$ cat src/rtl/ifu_pkg.sv
// Shared types and constants for the instruction fetch unit.
package ifu_pkg;

    typedef enum logic [1:0] {
        IDLE,
        ADDR,
        DATA
    } state_t;

    localparam int unsigned INSTR_BYTES = 4;

    typedef struct packed {
        logic [31:0] pc;
        logic [31:0] instr;
    } fetch_entry_t;

endpackage

$ cat src/rtl/ifu_fifo.sv
// Synchronous FIFO with flush; head entry is read directly from the storage array.
module ifu_fifo #(
    parameter int unsigned WIDTH = 64,
    parameter int unsigned DEPTH = 2
) (
    input  logic                     clk,
    input  logic                     reset,
    input  logic                     push,
    input  logic [WIDTH-1:0]         push_data,
    input  logic                     pop,
    input  logic                     flush,
    output logic [WIDTH-1:0]         head_data,
    output logic                     full,
    output logic                     empty,
    output logic [$clog2(DEPTH):0]   count
);

    localparam int unsigned PW = $clog2(DEPTH);
    localparam logic [PW:0] DEPTH_CNT = (PW + 1)'(DEPTH);

    logic [WIDTH-1:0] mem [DEPTH];
    logic [PW-1:0]    wr_ptr;
    logic [PW-1:0]    rd_ptr;
    logic             do_push;
    logic             do_pop;

    assign full      = (count == DEPTH_CNT);
    assign empty     = (count == '0);
    assign do_push   = push && !full;
    assign do_pop    = pop && !empty;
    assign head_data = mem[rd_ptr];

    always_ff @(posedge clk) begin
        if (reset) begin
            wr_ptr <= '0;
            rd_ptr <= '0;
            count  <= '0;
            for (int unsigned i = 0; i < DEPTH; i++) begin
                mem[i] <= '0;
            end
        end else if (flush) begin
            wr_ptr <= '0;
            rd_ptr <= '0;
            count  <= '0;
        end else begin
            if (do_push) begin
                mem[wr_ptr] <= push_data;
                wr_ptr      <= wr_ptr + PW'(1);
            end
            if (do_pop) begin
                rd_ptr <= rd_ptr + PW'(1);
            end
            case ({do_push, do_pop})
                2'b10:   count <= count + (PW + 1)'(1);
                2'b01:   count <= count - (PW + 1)'(1);
                default: count <= count;
            endcase
        end
    end

endmodule

$ cat src/rtl/ifu_axi_lite_fetch.sv
// Instruction fetch unit: PC, single-outstanding AXI4-Lite read FSM, redirect/drop
// handling and the {pc, instr} buffer towards decode.
module ifu_axi_lite_fetch #(
    parameter int unsigned           ADDR_WIDTH     = 32,
    parameter int unsigned           DATA_WIDTH     = 32,
    parameter logic [ADDR_WIDTH-1:0] PROGADDR_RESET = '0,
    parameter int unsigned           FIFO_DEPTH     = 2
) (
    input  logic                  clk,
    input  logic                  reset,
    output logic [ADDR_WIDTH-1:0] o_axi_araddr,
    output logic                  o_axi_arvalid,
    input  logic                  i_axi_arready,
    input  logic [DATA_WIDTH-1:0] i_axi_rdata,
    input  logic                  i_axi_rvalid,
    output logic                  o_axi_rready,
    input  logic                  i_redirect_valid,
    input  logic [ADDR_WIDTH-1:0] i_redirect_pc,
    output logic [DATA_WIDTH-1:0] o_instr,
    output logic [ADDR_WIDTH-1:0] o_instr_pc,
    output logic                  o_instr_valid,
    input  logic                  i_instr_ready
);

    import ifu_pkg::*;

    localparam int unsigned    CW        = $clog2(FIFO_DEPTH) + 1;
    localparam logic [CW-1:0]  DEPTH_LIM = CW'(FIFO_DEPTH);
    localparam int unsigned    EW        = ADDR_WIDTH + DATA_WIDTH;

    state_t                  state, state_n;
    logic [ADDR_WIDTH-1:0]   pc, pc_n;
    logic [ADDR_WIDTH-1:0]   fetch_pc, fetch_pc_n;
    logic                    drop, drop_n;
    logic                    arvalid_n;
    logic [ADDR_WIDTH-1:0]   araddr_n;
    logic                    rready_n;
    logic [ADDR_WIDTH-1:0]   target;
    logic                    credit;
    logic                    push;
    logic [EW-1:0]           head;
    logic                    fifo_full;
    logic                    fifo_empty;
    logic [CW-1:0]           fifo_count;

    assign target = i_redirect_pc & ~ADDR_WIDTH'(INSTR_BYTES - 1);
    assign credit = (fifo_count + CW'(state != IDLE)) < DEPTH_LIM;

    always_comb begin
        state_n    = state;
        pc_n       = pc;
        fetch_pc_n = fetch_pc;
        drop_n     = drop;
        arvalid_n  = o_axi_arvalid;
        araddr_n   = o_axi_araddr;
        rready_n   = o_axi_rready;
        push       = 1'b0;

        if (i_redirect_valid) begin
            pc_n = target;
        end

        case (state)
            IDLE: begin
                if (credit) begin
                    arvalid_n = 1'b1;
                    araddr_n  = i_redirect_valid ? target : pc;
                    state_n   = ADDR;
                end
            end
            ADDR: begin
                if (i_redirect_valid) begin
                    drop_n = 1'b1;
                end
                if (o_axi_arvalid && i_axi_arready) begin
                    arvalid_n  = 1'b0;
                    rready_n   = 1'b1;
                    fetch_pc_n = o_axi_araddr;
                    // drop is only ever set here by a redirect in this ADDR phase,
                    // in which case pc already holds the target and must not advance
                    if (!i_redirect_valid && !drop) begin
                        pc_n = pc + ADDR_WIDTH'(INSTR_BYTES);
                    end
                    state_n = DATA;
                end
            end
            DATA: begin
                if (i_redirect_valid) begin
                    drop_n = 1'b1;
                end
                if (i_axi_rvalid && o_axi_rready) begin
                    push     = !drop && !i_redirect_valid && !fifo_full;
                    drop_n   = 1'b0;
                    rready_n = 1'b0;
                    state_n  = IDLE;
                end
            end
            default: state_n = IDLE;
        endcase
    end

    always_ff @(posedge clk) begin
        if (reset) begin
            state         <= IDLE;
            pc            <= PROGADDR_RESET;
            fetch_pc      <= '0;
            drop          <= 1'b0;
            o_axi_arvalid <= 1'b0;
            o_axi_araddr  <= PROGADDR_RESET;
            o_axi_rready  <= 1'b0;
        end else begin
            state         <= state_n;
            pc            <= pc_n;
            fetch_pc      <= fetch_pc_n;
            drop          <= drop_n;
            o_axi_arvalid <= arvalid_n;
            o_axi_araddr  <= araddr_n;
            o_axi_rready  <= rready_n;
        end
    end

    ifu_fifo #(
        .WIDTH (EW),
        .DEPTH (FIFO_DEPTH)
    ) u_fifo (
        .clk       (clk),
        .reset     (reset),
        .push      (push),
        .push_data ({fetch_pc, i_axi_rdata}),
        .pop       (i_instr_ready),
        .flush     (i_redirect_valid),
        .head_data (head),
        .full      (fifo_full),
        .empty     (fifo_empty),
        .count     (fifo_count)
    );

    assign o_instr_valid = !fifo_empty;
    assign o_instr       = head[DATA_WIDTH-1:0];
    assign o_instr_pc    = head[EW-1:DATA_WIDTH];

endmodule
$ cat config.mk
export PLATFORM = sky130hd
export DESIGN_NAME = ifu_axi_lite_fetch
export DESIGN_NICKNAME = d
export VERILOG_FILES = /design/src/rtl/ifu_pkg.sv /design/src/rtl/ifu_fifo.sv /design/src/rtl/ifu_axi_lite_fetch.sv
export SDC_FILE = /design/constraint.sdc
export NUM_CORES = 1
export LEC_CHECK = 0
export CAP_MARGIN = 20
export CORE_MARGIN = 2
export CORE_UTILIZATION = 55
export CTS_BUF_LIST = sky130_fd_sc_hd__clkbuf_4
export DETAILED_ROUTE_END_ITERATION = 10
export HOLD_SLACK_MARGIN = 0.05
export PLACE_DENSITY_LB_ADDON = 0.15
export SYNTH_ARGS = -nofsm -noshare
export SYNTH_HDL_FRONTEND = slang
export SYNTH_HIERARCHICAL = 1
export SYNTH_SLANG_ARGS = --single-unit
$ cat constraint.sdc
create_clock -name clk -period 3.52 [get_ports clk]
set_input_delay 0.352 -clock clk [delete_from_list [all_inputs] [get_ports clk]]
set_output_delay 0.352 -clock clk [all_outputs]
set_load 0.03 [all_outputs]
# ---- After elaboration in Yosys (flattened, before gate mapping)
# Memory sizes are Yosys's and may differ from the RTL's. A register that Yosys moved wholly into a read port is not among the register bits.
# Index checks and enable logic that the tools add are counted.
dict set report word_totals {
  ff_bits 105
  ram_bits 128
  inputBits 70
  output_inout_bits 99
  word_cells 80
  mem_count 1
}
dict set report op_classes {
  n_addsub 6
  magnitude_cmp 1
  n_eq_ne 8
  mux 31
  n_reduce_logical 23
}
# memory depth width read_ports rd_clocked_by_memory_dff wr line
set mem_list {}
lappend mem_list {u_fifo.mem 2 64 1 1 2 ifu_fifo.sv:21} ;# logic [WIDTH-1:0] mem [DEPTH];
# cell n
set op_table {}
lappend op_table {{2-to-1 mux 32 bit} 4}
lappend op_table {{2-to-1 mux 64 bit} 1}
lappend op_table {{OR reduction 64 bit} 1}
lappend op_table {{adder 32 x 3 -> 32 bit (second input constant)} 1}
lappend op_table {{2-to-1 mux 1 bit} 18}
lappend op_table {{AND reduction 3 bit} 3}
lappend op_table {{nonzero test 2 bit} 4}
lappend op_table {{equality test 2 bit (second input constant)} 3}
lappend op_table {{logical AND 1 bit} 6}
lappend op_table {{2-to-1 mux 2 bit} 3}
lappend op_table {{inequality test 2 bit (second input constant)} 3}
lappend op_table {{case mux 1 bit (2 select lines)} 3}
lappend op_table {{case mux 2 bit (3 select lines)} 1}
lappend op_table {{equality test 2 x 1 -> 1 bit (second input constant)} 2}
lappend op_table {{zero test 1 bit} 4}
lappend op_table {{zero test 2 bit} 2}
lappend op_table {{case mux 2 bit (2 select lines)} 1}
lappend op_table {{AND reduction 2 bit} 2}
lappend op_table {{adder 1 bit (second input constant)} 2}
lappend op_table {{adder 2 x 1 -> 2 bit} 1}
lappend op_table {{adder 2 x 1 -> 2 bit (second input constant)} 1}
lappend op_table {{less-than comparator 2 bit (second input constant)} 1}
lappend op_table {{OR reduction 2 bit} 1}
lappend op_table {{subtractor 2 x 1 -> 2 bit (second input constant)} 1}

# ---- Longest topological paths before layout
dict set report logic_depth {
  word_depth 12
  depth_mapped 9
  ltp_nobuf 9
}

# ---- Hierarchy
# The synthesis kept the hierarchy.
# mod instances cells_per_inst area_per_inst_um2 seq_area_each_um2
set by_module_without_submodules {}
lappend by_module_without_submodules {ifu_fifo 1 371 5866.9 3943.8}
lappend by_module_without_submodules {ifu_axi_lite_fetch 1 548 4509.3 2021.9}

# ---- Least setup slack after synthesis
# No wires, ideal clock.
dict set report synth_timing {
  path_kind {input-to-reg}
  start {input port i_redirect_valid}
  end {memory u_fifo.mem[0][0] (enable)}
  setup_time_ns 0.394
  arrival_ns 2.553
  required_ns 3.126
  slack_ns 0.573
  stages 7
  n_path_buf 3
  cell_sequence {buf_2 clkbuf_1 nor4_1 inv_1 nor4_4 buf_6 or2_2}
}
# item line
set synth_lines {}
lappend synth_lines {{start, declared} ifu_axi_lite_fetch.sv:17} ;# input logic i_redirect_valid,
lappend synth_lines {{end, declared} ifu_fifo.sv:21}

==> impl_metrics.yaml <==
outcome:
  status: "completed"
route:
  drtPass1Iterations: 4
  drt_iter0_drc: 280
  drt-wirelength-per-cell_um: 15.9
  via_per_inst: 5.25
  drtAntennaViolNets: 0
  num_vias: 7266
  routed_wl_mm: 22.0
  drc: 0
logic_synthesis:
  synth_area_leaders: "edfxtp_1 37%, dfxtp_1 20%, and2_1 7.8%"
  synthCells: 919
  synth_edf_count: 128
  synth_top_cells_by_count: "130 x and2_1, 128 x edfxtp_1, 106 x dfxtp_1, 99 x nand2_1, 66 x nor2_1"
  syn_nets: 994
  netlist.area_leader.share_pct: 37.0
  syn_area_per_cell_um2: 11.3
  synth_area_leader_cell: "edfxtp_1"
  yosysMostFrequentCell: "and2_1"
  synth_seq_cells: 234
  yosysSeqAreaShare_pct: 57.5
  ys_types: 58
  syn_area_mm2: 0.0104
  ys.warnings.count: 6
  synthArstFlopShare_pct: 0
  ys.flop_type: "edfxtp_1"
sta:
  rsz0062_at_grt: "no"
  finalCriticalPeriod_ps: 2700
  setup_viol: 0
  max_clock_freq_ghz: 0.370
  finalCritPeriodShare_pct: 76.8
  clock_skew_ps: 18.8
  fin_tns_setup_ps: 0
  hold_viol: 0
  maxSlewHeadroom_pct: 32.2
  slew_viol_final: 0
  tightest_slew_ps: 1020
finish:
  seq_area_mm2: 0.00597
  area_growth_pct: 24.2
  multi_input_area_mm2: 0.00399
  fillers: 1434
  layout.nets: 1175
  drive_gt1_share_pct: 16.4
grt:
  antenna_found_initial: 1
  first_global_vias: 7074
  grt_max_degree: 100
  grt_pass1_wl_mm: 35.3
  grt.total_usage_pct: 22.1
  grt_overflow_total: 0
power_and_ir_drop:
  power_mw: 7.13
  leakagePower_nw: 4.77
  power_density_mw_per_mm2: 553
  peakVddDrop_mv: 0.336
critical_path:
  reg2regPathDepth: 8
  cp_slowest_stage_delay_ps: 640
  cp-endpoint: "o_instr_pc[15]"
  arrival_ps: 2350
  crit_type: "flip-flop to output pin"
  end_kind: "output pin"
  cp_cell_sequence: "buf_12 -> mux2_2 -> clkdlybuf4s50_1"
  worstSetupStartpointType: "flip-flop"
  rrSetupSlack_ps: 1020
  crit_slowest_cell: "clkdlybuf4s50_1"
  path_max_fanout: 64
  required_ps: 3170
  reg2reg_to: "u_fifo/mem[0][0]"
  r2r_start: "state[0]"
place:
  dp_hpwl_mm: 13.7
  routabilityCongestion: 0.849
  portBuffers: 166
floorplanning:
  fp.coreArea_mm2: 0.0186
  die_y_um: 141
  fp.dieW_um: 141
  row_count: 50
  start_util_pct: 55.8
  io_pins: 169
  dieArea_mm2: 0.0200
run:
  cap_viol_max_count: 0
clocking:
  clk_latency_ps: 670
  clock-sinks: 234
  clockBufferDepth: 3
  htree_levels: 2
  clkTransAtPathRegs_ps: 70
  cts_tree: "built"
  cts-root-buf: "clkbuf_4"
  cts_setup_buffers: 0
  post_cts_resized: 0
  holdBufCountCts: 1
  numCtsBuffers: 60
min_path:
  hold_path_class: "input port to flip-flop"
[stage by stage]
stage	setup WS, ps	instance area [um2]	hold slack [ps]	utilization, %	instances
after floorplan	573	10400	439	-	919
after global placement	877	12100	446	65.1	1271
after detailed placement	805	12100	452	65.1	1271
after CTS	762	12900	244	69.4	1383
after global routing	713	12900	258	69.4	1384
final	817	12900	296	69.4	1384
[cell usage in the layout, fill, tap and decap left out, types with 16 or more instances in the layout]
master,n
a21oi_1,58
nand2_1,99
nor2_1,66
a211oi_1,34
and2_1,130
edfxtp_1,128
mux2i_1,20
nand3_1,16
clkbuf_4,81
dfxtp_1,105
clkdlybuf4s50_1,164
mux2_2,64
clkinv_1,25
[critical path: cells and delay by family (launching register included)]
| kind | cells | cell delay (ps) |
|---|---|---|
| muxes | 1 | 380 |
| DFF | 1 | 340 |
| buffers and inverters | 2 | 950 |
[how the worst min path moves through the flow]
stage | slack, ps | from | endpoint | cells after the start
CTS | 240 | i_redirect_pc[9] | pc[9] | 3
global placement | 450 | fetch_pc[27] | fetch_pc[27] | 2
floorplan | 440 | pc[0] | o_axi_araddr[0] | 2
global route | 260 | i_redirect_valid | o_axi_araddr[18] | 4
finish | 300 | i_redirect_valid | o_axi_araddr[13] | 4
detailed placement | 450 | pc[1] | o_axi_araddr[1] | 2
[cell families (layout without fill, tap and decap cells)]
logic type,count (synthesis),in the layout,synth area share [%]
AO/OA/AOI/OAI,127,127,7.78
XOR/XNOR,22,22,1.86
adder cells (fa/ha/maj),5,5,0.603
buffers and inverters,76,306,4.11
flip-flops,234,234,57.5
multiplexers,84,84,8.87
other,0,1,0
AND/OR/NAND/NOR,371,371,19.3
[area by class of cell]
class	count	area share (%)
timing repair buffer	182	14.1
antenna	1	0.0194
tap	234	2.27
clock buffer	81	4.72
multi-input combinational	609	31.0
sequential	234	46.3
clock inverter	30	1.31
inverter	13	0.379
[power breakdown]
part | internal, mW | leakage (nW) | switching (mW) | total (mW)
sequential | 3.12 | 2.19 | 0.219 | 3.34
clock | 1.22 | 0.452 | 1.08 | 2.30
combinational | 0.603 | 2.13 | 0.892 | 1.50
total | 4.94 | 4.77 | 2.19 | 7.13
[metal layers]
layer,global-route usage (%),wire length [um],up-vias
li1,-,-,3658
met1,30.4,10100,3362
met2,35.1,10200,215
met3,4.79,1300,31
met4,7.63,388,0
met5,0,0,-
[flip-flops by register name (all words and copies together) (netlist names), named ones only]
name           cells
pc                32
state              2
u_fifo/mem       128
u_fifo/count       2
u_fifo/wr_ptr      1
drop               1
fetch_pc          32
o_axi_araddr      32
o_axi_arvalid      1
u_fifo/rd_ptr      1
o_axi_rready       1
No activity file was read; power rests on OpenSTA's default activity.
